$ cat src/rtl/imem_arbiter_pkg.sv
// -----------------------------------------------------------------------------
// imem_arbiter_pkg
//   Shared types and defaults for the instruction-memory arbiter.
//
//   Contents:
//     IMEM_DATA_W      default memory word width (32)
//     IMEM_ADDR_W      default word-index address width (10 -> 1024 words)
//     IMEM_STARVE_MAX  default number of denied loader cycles before the
//                      loader wins a contested cycle
//     owner_e          owner / arbitration state encodings
//     starve_cnt_w()   width needed to hold a count of 0..max_cnt
// -----------------------------------------------------------------------------
package imem_arbiter_pkg;

    localparam int unsigned IMEM_DATA_W     = 32;
    localparam int unsigned IMEM_ADDR_W     = 10;
    localparam int unsigned IMEM_STARVE_MAX = 4;

    // NONE/FETCH/LOAD_RD record who owns the read data returning next cycle.
    // LOCKED is the arbitration state used when the loader holds the memory
    // exclusively (only present when the lock feature is compiled in).
    typedef enum logic [1:0] {
        OWN_NONE    = 2'd0,
        OWN_FETCH   = 2'd1,
        OWN_LOAD_RD = 2'd2,
        OWN_LOCKED  = 2'd3
    } owner_e;

    // Minimum number of bits able to represent max_cnt (at least 1).
    function automatic int unsigned starve_cnt_w(input int unsigned max_cnt);
        int unsigned w;
        w = 1;
        while ((max_cnt >> w) != 0) begin
            w++;
        end
        return w;
    endfunction

endpackage

$ cat src/rtl/imem_arb_starve_ctr.sv
// -----------------------------------------------------------------------------
// imem_arb_starve_ctr
//   Saturating starvation counter for the loader side of imem_arbiter.
//   Counts consecutive cycles in which the loader requests but is not
//   granted; clears whenever the loader is granted or stops requesting.
//
//   Parameters:
//     STARVE_MAX  saturation value; o_starved is high while count == STARVE_MAX
//
//   Ports:
//     clk        in   system clock
//     rst        in   synchronous active-high reset (clears the count)
//     i_req      in   loader request this cycle
//     i_gnt      in   loader grant this cycle
//     o_starved  out  count has reached STARVE_MAX
// -----------------------------------------------------------------------------
module imem_arb_starve_ctr
    import imem_arbiter_pkg::*;
#(
    parameter int unsigned STARVE_MAX = IMEM_STARVE_MAX
) (
    input  logic clk,
    input  logic rst,
    input  logic i_req,
    input  logic i_gnt,
    output logic o_starved
);

    localparam int unsigned      CNT_W   = starve_cnt_w(STARVE_MAX);
    localparam logic [CNT_W-1:0] CNT_MAX = CNT_W'(STARVE_MAX);

    logic [CNT_W-1:0] r_cnt;
    logic             w_at_max;

    assign w_at_max = (r_cnt == CNT_MAX);

    always_ff @(posedge clk) begin
        if (rst) begin
            r_cnt <= '0;
        end else if (!i_req || i_gnt) begin
            r_cnt <= '0;
        end else if (!w_at_max) begin
            r_cnt <= r_cnt + 1'b1;
        end
    end

    assign o_starved = w_at_max;

endmodule

$ cat src/rtl/imem_arbiter.sv
// -----------------------------------------------------------------------------
// imem_arbiter
//   Shares the single-port instruction memory between the CPU fetch unit
//   (read-only) and the program loader / debug port (read/write). One access
//   is granted per cycle; read data returns one cycle after the grant and is
//   flagged valid towards whichever requester owned that access.
//
//   Arbitration: fetch wins contested cycles, except once the loader has been
//   denied STARVE_MAX consecutive cycles, in which case the loader wins.
//
//   Optional feature (compile-time macro IMEM_ARB_LOCK_EN):
//     Adds input load_lock. A loader grant with load_lock=1 enters LOCKED;
//     while LOCKED the fetch unit is never granted and the loader is granted
//     whenever it requests. LOCKED is left after a loader grant with
//     load_lock=0 or a cycle with load_req=0. Without the macro the port and
//     the state do not exist.
//
//   Parameters:
//     DATA_W      memory word width
//     ADDR_W      word-index address width
//     STARVE_MAX  denied loader cycles before the loader wins a contested cycle
//
//   Ports:
//     clk, rst                 clock, synchronous active-high reset
//     fetch_req/fetch_addr     fetch read request and word address
//     fetch_gnt                fetch access accepted this cycle (comb)
//     fetch_valid/fetch_data   fetch read response (valid registered)
//     fetch_stall              fetch_req high but not granted
//     load_req/load_we         loader request, 1 = write
//     load_addr/load_wdata     loader word address and write data
//     load_lock                (IMEM_ARB_LOCK_EN only) request exclusive access
//     load_gnt                 loader access accepted this cycle (comb)
//     load_valid/load_rdata    loader read response (never valid for writes)
//     mem_en/mem_we            memory access / write strobe
//     mem_addr/mem_wdata       memory address and write data
//     mem_rdata                memory read data, valid the cycle after access
// -----------------------------------------------------------------------------
module imem_arbiter
    import imem_arbiter_pkg::*;
#(
    parameter int unsigned DATA_W     = IMEM_DATA_W,
    parameter int unsigned ADDR_W     = IMEM_ADDR_W,
    parameter int unsigned STARVE_MAX = IMEM_STARVE_MAX
) (
    input  logic              clk,
    input  logic              rst,

    input  logic              fetch_req,
    input  logic [ADDR_W-1:0] fetch_addr,
    output logic              fetch_gnt,
    output logic              fetch_valid,
    output logic [DATA_W-1:0] fetch_data,

    input  logic              load_req,
    input  logic              load_we,
    input  logic [ADDR_W-1:0] load_addr,
    input  logic [DATA_W-1:0] load_wdata,
`ifdef IMEM_ARB_LOCK_EN
    input  logic              load_lock,
`endif
    output logic              load_gnt,
    output logic              load_valid,
    output logic [DATA_W-1:0] load_rdata,

    output logic              mem_en,
    output logic              mem_we,
    output logic [ADDR_W-1:0] mem_addr,
    output logic [DATA_W-1:0] mem_wdata,
    input  logic [DATA_W-1:0] mem_rdata,

    output logic              fetch_stall
);

    logic   w_starved;
    logic   w_fetch_gnt;
    logic   w_load_gnt;
    owner_e r_owner;

`ifdef IMEM_ARB_LOCK_EN
    owner_e r_lock_state;
    logic   w_locked;

    assign w_locked = (r_lock_state == OWN_LOCKED);
`endif

    // ------------------------------------------------------------------
    // Starvation guard for the loader
    // ------------------------------------------------------------------
    imem_arb_starve_ctr #(
        .STARVE_MAX (STARVE_MAX)
    ) u_starve_ctr (
        .clk       (clk),
        .rst       (rst),
        .i_req     (load_req),
        .i_gnt     (w_load_gnt),
        .o_starved (w_starved)
    );

    // ------------------------------------------------------------------
    // Grant selection; nothing is granted while rst is high
    // ------------------------------------------------------------------
    always_comb begin
        w_fetch_gnt = 1'b0;
        w_load_gnt  = 1'b0;
        if (!rst) begin
`ifdef IMEM_ARB_LOCK_EN
            if (w_locked) begin
                w_load_gnt = load_req;
            end else
`endif
            if (fetch_req && load_req) begin
                w_fetch_gnt = !w_starved;
                w_load_gnt  = w_starved;
            end else begin
                w_fetch_gnt = fetch_req;
                w_load_gnt  = load_req;
            end
        end
    end

    assign fetch_gnt   = w_fetch_gnt;
    assign load_gnt    = w_load_gnt;
    assign fetch_stall = fetch_req & ~w_fetch_gnt & ~rst;

    // ------------------------------------------------------------------
    // Memory drive from the granted requester
    // ------------------------------------------------------------------
    assign mem_en    = w_fetch_gnt | w_load_gnt;
    assign mem_we    = w_load_gnt & load_we;
    assign mem_addr  = w_load_gnt  ? load_addr  :
                       w_fetch_gnt ? fetch_addr : '0;
    assign mem_wdata = w_load_gnt  ? load_wdata : '0;

    // ------------------------------------------------------------------
    // Owner state: remembers who owns the data returning next cycle.
    // A loader write leaves the owner at NONE so no valid is raised.
    // ------------------------------------------------------------------
    always_ff @(posedge clk) begin
        if (rst) begin
            r_owner <= OWN_NONE;
`ifdef IMEM_ARB_LOCK_EN
            r_lock_state <= OWN_NONE;
`endif
        end else begin
            if (w_fetch_gnt) begin
                r_owner <= OWN_FETCH;
            end else if (w_load_gnt && !load_we) begin
                r_owner <= OWN_LOAD_RD;
            end else begin
                r_owner <= OWN_NONE;
            end
`ifdef IMEM_ARB_LOCK_EN
            // Holding the lock needs a grant with load_lock set every cycle;
            // a drop of load_req (no grant) or load_lock releases it.
            r_lock_state <= (w_load_gnt && load_lock) ? OWN_LOCKED : OWN_NONE;
`endif
        end
    end

    // ------------------------------------------------------------------
    // Responses
    // ------------------------------------------------------------------
    assign fetch_valid = (r_owner == OWN_FETCH);
    assign load_valid  = (r_owner == OWN_LOAD_RD);
    assign fetch_data  = rst ? '0 : mem_rdata;
    assign load_rdata  = rst ? '0 : mem_rdata;

endmodule

$ cat config.mk
export PLATFORM = sky130hd
export DESIGN_NAME = imem_arbiter
export DESIGN_NICKNAME = d
export VERILOG_FILES = /design/src/rtl/imem_arbiter_pkg.sv /design/src/rtl/imem_arb_starve_ctr.sv /design/src/rtl/imem_arbiter.sv
export SDC_FILE = /design/constraint.sdc
export NUM_CORES = 1
export LEC_CHECK = 0
export ABC_AREA = 1
export CAP_MARGIN = 20
export CORE_ASPECT_RATIO = 1.75
export CORE_MARGIN = 8
export CORE_UTILIZATION = 23
export CTS_CLUSTER_DIAMETER = 200
export DETAILED_ROUTE_END_ITERATION = 6
export GPL_TIMING_DRIVEN = 0
export PLACE_DENSITY = 0.83
export SYNTH_ARGS = -nofsm -noshare
export SYNTH_HDL_FRONTEND = slang
export SYNTH_SLANG_ARGS = --single-unit
$ cat constraint.sdc
create_clock -name clk -period 1.3 [get_ports clk]
set_input_delay 0.13 -clock clk [delete_from_list [all_inputs] [get_ports clk]]
set_output_delay 0.13 -clock clk [all_outputs]
set_load 0.02 [all_outputs]
# After elaboration in Yosys (flattened, before gate mapping)
# Cells that the tools add are included.
# word_totals
ff_bits	5
input_bits	89
output_inout_bits	113
wordCells	31
# classes
add_sub_neg	1
eq_ne	3
n_mux	10
bitwise_logic	6
reduce_logical	8
# op_table
cell	count
$mux 32	2
$mux 10	2
$mux 1	5
$reduce_or 2->1	2
$add 3x1->3 const B	1
$and 1x1->1	3
$eq 3x3->1 const B	1
$logic_not 1->1	3
$eq 2x1->1 const B	1
$eq 2x2->1 const B	1
$logic_and 1x1->1	2
$mux 2	1
$not 1->1	2
$logic_or 1x1->1	1
$or 1x1->1	1

# Depth between registers and ports, before layout
# Gate-level depths: netlist of run 1.
# depth
word_depth	7
depth_mapped	8
depth_no_buf	7

# Hierarchy
# From an unflattened synthesis of run 1, not the netlist that was laid out.
# hier_totals
cells_unflattened	252
hier_area_um2	1272.5
# by_module_without_submodules
mod	n_inst	cells_each	area_per_inst_um2	seq_area_each_um2
imem_arbiter	1	224	1091.0	40.0
imem_arb_starve_ctr	1	28	181.4	60.1

# Worst setup path after synthesis of run 1
# Ideal clock, no wire load.
# synth_path
path_kind	register -> output
start	reg u_starve_ctr.r_cnt[0]
end	out mem_en
t_arrival_ns	1.366
t_required_ns	1.170
path_slack_ns	-0.196
path_stages_with_launch	8
path_buffers	0
cell_sequence	dfxtp_1 inv_1 ha_1 nand2_2 inv_1 nand2_1 nand2_1 o21ai_0
# synth_between
elab_chain_cells	5
word_cells_on_any_way	7
classes_between	eq/ne: 1; mux: 4; bitwise: 1; reduce/logical: 1
# synth_rtl
item	line_no	source
from (decl)	imem_arb_starve_ctr.sv:32	logic [CNT_W-1:0] r_cnt;
from (signal assigned)	imem_arb_starve_ctr.sv:43	r_cnt <= r_cnt + 1'b1;
$eq 3x3->1 *	imem_arb_starve_ctr.sv:35	assign w_at_max = (r_cnt == CNT_MAX);
$logic_not 1->1	-	
$mux 1	imem_arbiter.sv:111	if (fetch_req && load_req) begin
$mux 1	imem_arbiter.sv:105	if (!rst) begin
$or 1x1->1 *	imem_arbiter.sv:128	assign mem_en = w_fetch_gnt | w_load_gnt;
to (decl)	imem_arbiter.sv:65	output logic mem_en,
# Every way passes the cells marked *; elsewhere a longest branch is shown, timed or not.

# Worst setup path in the final report of run 1
# layout_path
start	reg u_starve_ctr.r_cnt[1]
end	out mem_en
# Same word-level chain as after synthesis.

==> summary.txt, run 1 <==
Critical path
  – Worst R2R Setup Slack: -0.09 ns
  – RR Endpoint: r_owner[1]
  – Startpoint types: register
  – Arrival time worst endpoint: 1.44 ns
  – WS Path Type: register to primary output
  – Reg2Reg Depth: 10
  – CP max stage cell: dfxtp_2
  – Crit path cell chain: inv_2 > ha_4 > nand2_4 > nand2_4 > nand2_8 > buf_6 > buf_6 > o21ai_2 > buf_6
  – CP Capture Type: primary output
  – Worst path most repeated cell: buf_6
  – Required time worst endpoint: 1.17 ns
  – Slowest stage delay, CP: 0.32 ns
  – Worst R2R Start: u_starve_ctr.r_cnt[1]
  – CP Max Fanout: 6

Clock tree
  – Clk sinks: 5
  – Clock latency on the worst-skew pair: 0.22 ns
  – Clock root buffer: clkbuf_8
  – Hold_buf cts: 0
  – Worst-path clk slew: 0.04 ns
  – H-tree Lvls: 1
  – CTS Buf Count: 3
  – CTS tree: yes
  – Clock Path Buffers: 2

Synthesis
  – Post-Syn Area: 1260 sq um
  – YS warnings: 0
  – Register area share after synthesis: 7.94%
  – Synth Register Bits: 5
  – Total nets after synthesis: 332
  – Syn Area/Cell: 5.23 sq um
  – Mapped Cells: 241
  – Yosys cell types: 18

Min path
  – Hold Path End: r_owner[1]
  – Worst hold start: load_we
  – Worst hold path type: input pin to register
  – Hold path cells: 2

Final layout
  – Commonest non-fill, non-tap cell in the layout: clkdlybuf4s50_1
  – Final nets: 555
  – Final Instance Count excl. Fillers: 537
  – Ant diodes: 0
  – Area Growth Syn to Fin: 191%
  – Final instance area: 3670 sq um
  – Most frequent cells in the layout: clkdlybuf4s50_1 (86), inv_1 (70), buf_4 (63)
  – Fraction of layout cells with a size suffix above 1: 54.9%

Timing
  – Worst Tran Pin Value: 0.434 ns
  – Min Tclk post-route: 1.57 ns
  – Final Max Slew Viols: 0
  – Final worst-path cycle share: 121%
  – Final hold violations: 0
  – Fmax: 635 MHz
  – Final setup vio count: 48
  – RSZ-0062 raised after global routing: true
  – WHS: 0.453 ns
  – Clk_skew: 0.00589 ns
  – Slew Limit Headroom: 71.0%
  – Setup TNS: -10.52 ns
  – Slack of the critical path: -0.274 ns

Die
  – Initial core utilization: 23.8%
  – FP Rows: 35
  – Chip width: 72.0 um
  – Chip Height: 114 um
  – # IOs: 202
  – Die area: 8200 sq um
  – Core Area: 5300 sq um

Run status
  – Outcome: finished with violations
  – Failing checks: setup timing

Route
  – Vias per inst: 4.08
  – DRT Pass-1 Iters: 4
  – Vias: 2190
  – Iteration-0 DRC Markers: 32
  – Wire length per cell: 15.1 um
  – Antenna violation net count after detailed routing: 0
  – DRC Markers: 0
  – Detailed Route WL: 8.10 mm

Power and ir drop
  – Tot Pwr: 0.00166 W
  – VDD IR max: 230 uV
  – Pleak: 2.03 nW
  – Power Dens Cells: 453 nW/um^2

Global routing
  – Initial antenna violation count: 0
  – Total grt overflow: 0
  – All-Layer GR Usage: 18.5%
  – Vias in the first global route: 2367
  – Global-route wire length before repair: 12.0 mm
  – Largest net degree at the start of global routing: 11

Placed design
  – Post-DP HPWL: 6.50 mm
  – Routability congestion estimate: 0.776
  – Placed inst area: 3370 sq um
  – Placed instance count: 516
  – PortBufs: 201

Flow run
  – Max-Cap Viols: 0
## power by group
| part | internal, W | total, W | switching (W) | leakage, nW |
|---|---|---|---|---|
| Sequential | 0.000159 | 0.000162 | 0.00000282 | 0.0417 |
| Clock | 0.000211 | 0.000294 | 0.0000827 | 0.0228 |
| Combinational | 0.000624 | 0.00121 | 0.000582 | 1.96 |
| Total | 0.000994 | 0.00166 | 0.000667 | 2.03 |
## logic make-up (layout without fill, tap and decap cells)
| group | Yosys count | in the layout | share of synthesized area (%) |
|---|---|---|---|
| buffers and inverters | 118 | 340 | 48.5 |
| and+or+nand+nor | 113 | 113 | 40.1 |
| DFF | 5 | 5 | 7.94 |
| adders and majority gates | 2 | 2 | 1.98 |
| AOI/OAI and AO/OA | 2 | 2 | 0.793 |
| xor gates and xnor gates | 1 | 1 | 0.695 |
## layout make-up
class	count	area (sq um)
Buffer	44	375
Clock buffer	4	45.0
Fill cell	442	1630
Inverter	74	280
Multi-Input combinational cell	118	862
Sequential cell	5	103
Tap cell	74	92.6
Timing Repair Buffer	218	1910
## synthesized netlist by cell type
library cell | n | area share [%]
nand4_1 | 10 | 5.0
a21oi_1 | 1 | 0.40
xnor2_1 | 1 | 0.69
nand2_1 | 15 | 4.5
buf_4 | 36 | 21
dfxtp_1 | 5 | 7.9
buf_2 | 3 | 1.2
nand2_4 | 1 | 0.89
nor2_1 | 62 | 18
o21ai_0 | 1 | 0.40
nor2_2 | 12 | 6.0
ha_1 | 2 | 2.0
buf_6 | 4 | 3.6
buf_1 | 1 | 0.30
nand3_1 | 11 | 4.4
inv_1 | 73 | 22
nand2_2 | 2 | 0.99
inv_2 | 1 | 0.30
## critical path, delay by kind of cell, from the launching register on
| family | cells | cell delay [ns] |
|---|---|---|
| AOI/OAI and AO/OA | 1 | 0.05 |
| adders and majority gates | 1 | 0.14 |
| buffers and inverters | 4 | 0.45 |
| DFF | 1 | 0.32 |
| and+or+nand+nor | 3 | 0.26 |
## how the worst max path moves through the flow
| stage | startpoint | end | slack (ns) | cells after the start |
|---|---|---|---|---|
| floorplan | u_starve_ctr.r_cnt[0] | fetch_gnt | -0.02 | 7 |
| global placement | rst | load_rdata[22] | -0.71 | 6 |
| finish | u_starve_ctr.r_cnt[1] | mem_en | -0.27 | 9 |
| detailed placement | rst | load_rdata[22] | -0.71 | 6 |
| global route | u_starve_ctr.r_cnt[1] | mem_addr[5] | -0.34 | 9 |
| CTS | u_starve_ctr.r_cnt[0] | mem_addr[8] | -0.31 | 9 |
## registers in the layout, summed over array words and instances, names as in the netlist
name and cells:
u_starve_ctr.r_cnt 3, r_owner 2
## repair_timing
action                                  4_1_cts  5_1_grt
endpoints found under the setup margin      113       92
gates cloned                                  3        0
resized for setup                           559       83
pin swaps                                     3       16
buffers inserted                             11        3
## metal layers
metal  vias up  track usage (%)  part of all wire [%]
met2       155             33.1                    50
met4         0             5.76                   1.6
met1       939             15.7                    32
met3        10             13.0                    16
met5         -                0                     0
li1       1086                -                     -
## metrics by stage
step / util [%] / setup WS, ns
floorplan: - / -0.0166
global placement: 63.6 / -0.713
detailed placement: 63.6 / -0.709
finish: 69.2 / -0.274
CTS: 65.4 / -0.307
global route: 69.2 / -0.337
No activity file was read; power rests on OpenSTA's default activity.
==> run 2, diff against run 1 <==
Settings changed: CTS_BUF_LIST set to sky130_fd_sc_hd__clkbuf_16, GPL_ROUTABILITY_DRIVEN set to 0.
==> summary.txt, run 2 (synthesis results as in run 1) <==
Die
  – FP Rows: 35 (unchanged)
  – Die area: 8200 sq um (unchanged)
  – Chip width: 72.0 um (unchanged)
  – Core Area: 5300 sq um (unchanged)
  – Initial core utilization: 23.8% (unchanged)
  – # IOs: 202 (unchanged)
  – Chip Height: 114 um (unchanged)

Global routing
  – Vias in the first global route: 2367 (unchanged)
  – Total grt overflow: 0 (unchanged)
  – Largest net degree at the start of global routing: 11 (unchanged)
  – Initial antenna violation count: 0 (unchanged)
  – Global-route wire length before repair: 12.0 mm (about the same)
  – All-Layer GR Usage: 18.4% (was 18.5%)

Final layout
  – Final nets: 556 (was 555)
  – Multi-input logic area: 865 sq um (was 862 sq um)
  – Area Growth Syn to Fin: 193% (was 191%)
  – Sequential cell area: 103 sq um (unchanged)
  – Most frequent cells in the layout: clkdlybuf4s50_1 (86), inv_1 (71), buf_4 (64) (was clkdlybuf4s50_1 (86), inv_1 (70), buf_4 (63))
  – Largest regs: u_starve_ctr.r_cnt x3, r_owner x2 (unchanged)
  – Max reg flops: 3 (unchanged)
  – Commonest non-fill, non-tap cell in the layout: clkdlybuf4s50_1 (unchanged)
  – Largest reg by FF count: u_starve_ctr.r_cnt (unchanged)
  – Fillers: 447 (was 442)
  – Ant diodes: 0 (unchanged)
  – Fraction of layout cells with a size suffix above 1: 55.0% (was 54.9%)

Flow run
  – Max-Cap Viols: 0 (unchanged)

Power and ir drop
  – Power Dens Cells: 503 nW/um^2 (was 453 nW/um^2)
  – Internal: 0.00118 W (was 0.000994 W)
  – VDD IR max: 329 uV (was 230 uV)
  – Switching power: 0.000680 W (was 0.000667 W)
  – Pleak: 2.05 nW (was 2.03 nW)
  – Power share of the clock group: 26.5% (was 17.7%)
  – Net Sw Frac: 36.6% (was 40.2%)
  – Comb pwr share: 64.8% (was 72.6%)
  – Seq pwr share: 8.7% (was 9.7%)

Placed design
  – PortBufs: 201 (unchanged)
  – Place WS: -0.709 ns (unchanged)
  – Post-DP HPWL: 6.50 mm (unchanged)

Clock tree
  – Worst-path clk slew: 0.03 ns (was 0.04 ns)
  – Clock latency on the worst-skew pair: 0.23 ns (was 0.22 ns)
  – CTS Buf Count: 3 (unchanged)
  – CTS tree: yes (unchanged)
  – Clock root buffer: clkbuf_16 (was clkbuf_8)
  – H-tree Lvls: 1 (unchanged)
  – Clk sinks: 5 (unchanged)
  – Hold_buf cts: 0 (unchanged)
  – Clock Path Buffers: 2 (unchanged)

Route
  – Vias: 2181 (was 2190)
  – Antenna violation net count after detailed routing: 0 (unchanged)
  – Wire length per cell: 15.0 um (was 15.1 um)
  – DRT Pass-1 Iters: 4 (unchanged)
  – Detailed Route WL: 8.09 mm (was 8.10 mm)
  – Vias per inst: 4.05 (was 4.08)
  – Iteration-0 DRC Markers: 37 (was 32)
  – DRC Markers: 0 (unchanged)

Run status
  – Failing checks: setup timing (unchanged)
  – Outcome: finished with violations (unchanged)

Critical path
  – Crit path cell chain: inv_2 > ha_4 > nand2_4 > nand2_4 > buf_6 > buf_6 > nand3_1 > nand2_1 > buf_6 (was inv_2 > ha_4 > nand2_4 > nand2_4 > nand2_8 > buf_6 > buf_6 > o21ai_2 > buf_6)
  – Worst R2R Start: u_starve_ctr.r_cnt[0] (was u_starve_ctr.r_cnt[1])
  – WS Path Type: register to primary output (unchanged)
  – CP Max Fanout: 5 (was 6)
  – Slowest stage delay, CP: 0.34 ns (was 0.32 ns)
  – Worst Setup SP: u_starve_ctr.r_cnt[0] (was u_starve_ctr.r_cnt[1])
  – CP Capture Type: primary output (unchanged)
  – Required time worst endpoint: 1.17 ns (about the same)
  – Arrival time worst endpoint: 1.45 ns (was 1.44 ns)
  – Setup crit end: mem_addr[6] (was mem_en)
  – Worst R2R Setup Slack: -0.09 ns (about the same)
  – CP max stage cell: dfxtp_2 (unchanged)
  – Reg2Reg Depth: 10 (unchanged)
  – Startpoint types: register (unchanged)
  – Worst path most repeated cell: buf_6 (unchanged)
  – RR Endpoint: r_owner[1] (unchanged)

Timing
  – Slack of the critical path: -0.278 ns (was -0.274 ns)
  – Final setup vio count: 48 (unchanged)
  – Final hold violations: 0 (unchanged)
  – Final Max Slew Viols: 0 (unchanged)
  – Worst Tran Pin Value: 0.431 ns (was 0.434 ns)
  – RSZ-0062 raised after global routing: true (unchanged)
  – Slew Limit Headroom: 71.3% (was 71.0%)
  – Fmax: 634 MHz (was 635 MHz)
  – Min Tclk post-route: 1.58 ns (was 1.57 ns)
  – Final worst-path cycle share: 121% (about the same)
  – Setup TNS: -10.48 ns (was -10.52 ns)
  – Clk_skew: 0.00317 ns (was 0.00589 ns)

Min path
  – Worst hold path type: input pin to register (unchanged)
-- run 2: worst min path at each step --
stage	from	endpoint	cells past startpoint
final	load_we	r_owner[1]	2
after global routing	load_we	r_owner[1]	2
after CTS	rst	r_owner[0]	3
after detailed placement	u_starve_ctr.r_cnt[0]	u_starve_ctr.r_cnt[0]	1
after global placement	u_starve_ctr.r_cnt[0]	u_starve_ctr.r_cnt[0]	1
after floorplan	load_we	r_owner[1]	1
-- run 2: worst max-delay path: cells and delay by family, from the launching register on --
kind,cells,cell delay (ns)
adder cells (fa/ha/maj),1,0.15
AND/OR/NAND/NOR,4,0.30
flip-flops,1,0.34
buffers and inverters,4,0.42
-- run 2: power by group through the flow --
stage	sequential, W	clock [W]	combinational (W)
finish	0.000162	0.000493	0.00120
floorplan	0.000163	0	0.000492
detailed placement	0.000164	0	0.00114
global route	0.000163	0.000514	0.00129
global placement	0.000164	0	0.00113
CTS	0.000162	0.000505	0.00114
-- run 2: area by class of cell --
type                    instances  share of cell area (%)
plain buffers                  44                    10.0
repair buffers                219                    51.6
clock inverters                 1                   0.101
multi-input cells             118                    23.4
flip-flops and latches          5                    2.77
clock buffers                   3                    2.03
well taps                      74                    2.50
inverters                      74                    7.57
-- run 2: metal layers --
metal	global-route usage, %	wire, um	vias to the layer above
met5	0	0	-
met4	4.94	131	0
met3	13.2	1290	10
met1	15.7	2670	931
li1	-	-	1087
met2	32.9	4000	153
-- run 2: stage by stage --
step / std cells / hold WS [ns] / cell area [sq um] / utilization (%) / power, W
final: 538 / 0.451 / 3700 / 69.8 / 0.00186
after floorplan: 241 / 0.202 / 1260 / - / 0.000655
after CTS: 534 / 0.450 / 3500 / 66.0 / 0.00181
after global routing: 538 / 0.464 / 3700 / 69.8 / 0.00196
after global placement: 516 / 0.430 / 3370 / 63.6 / 0.00130
after detailed placement: 516 / 0.446 / 3370 / 63.6 / 0.00130
-- run 2: timing repair --
action,in CTS,in global routing
pin swaps,3,14
setup endpoints to repair,113,91
setup buffers,11,4
gates cloned,3,0
resized for setup,559,80
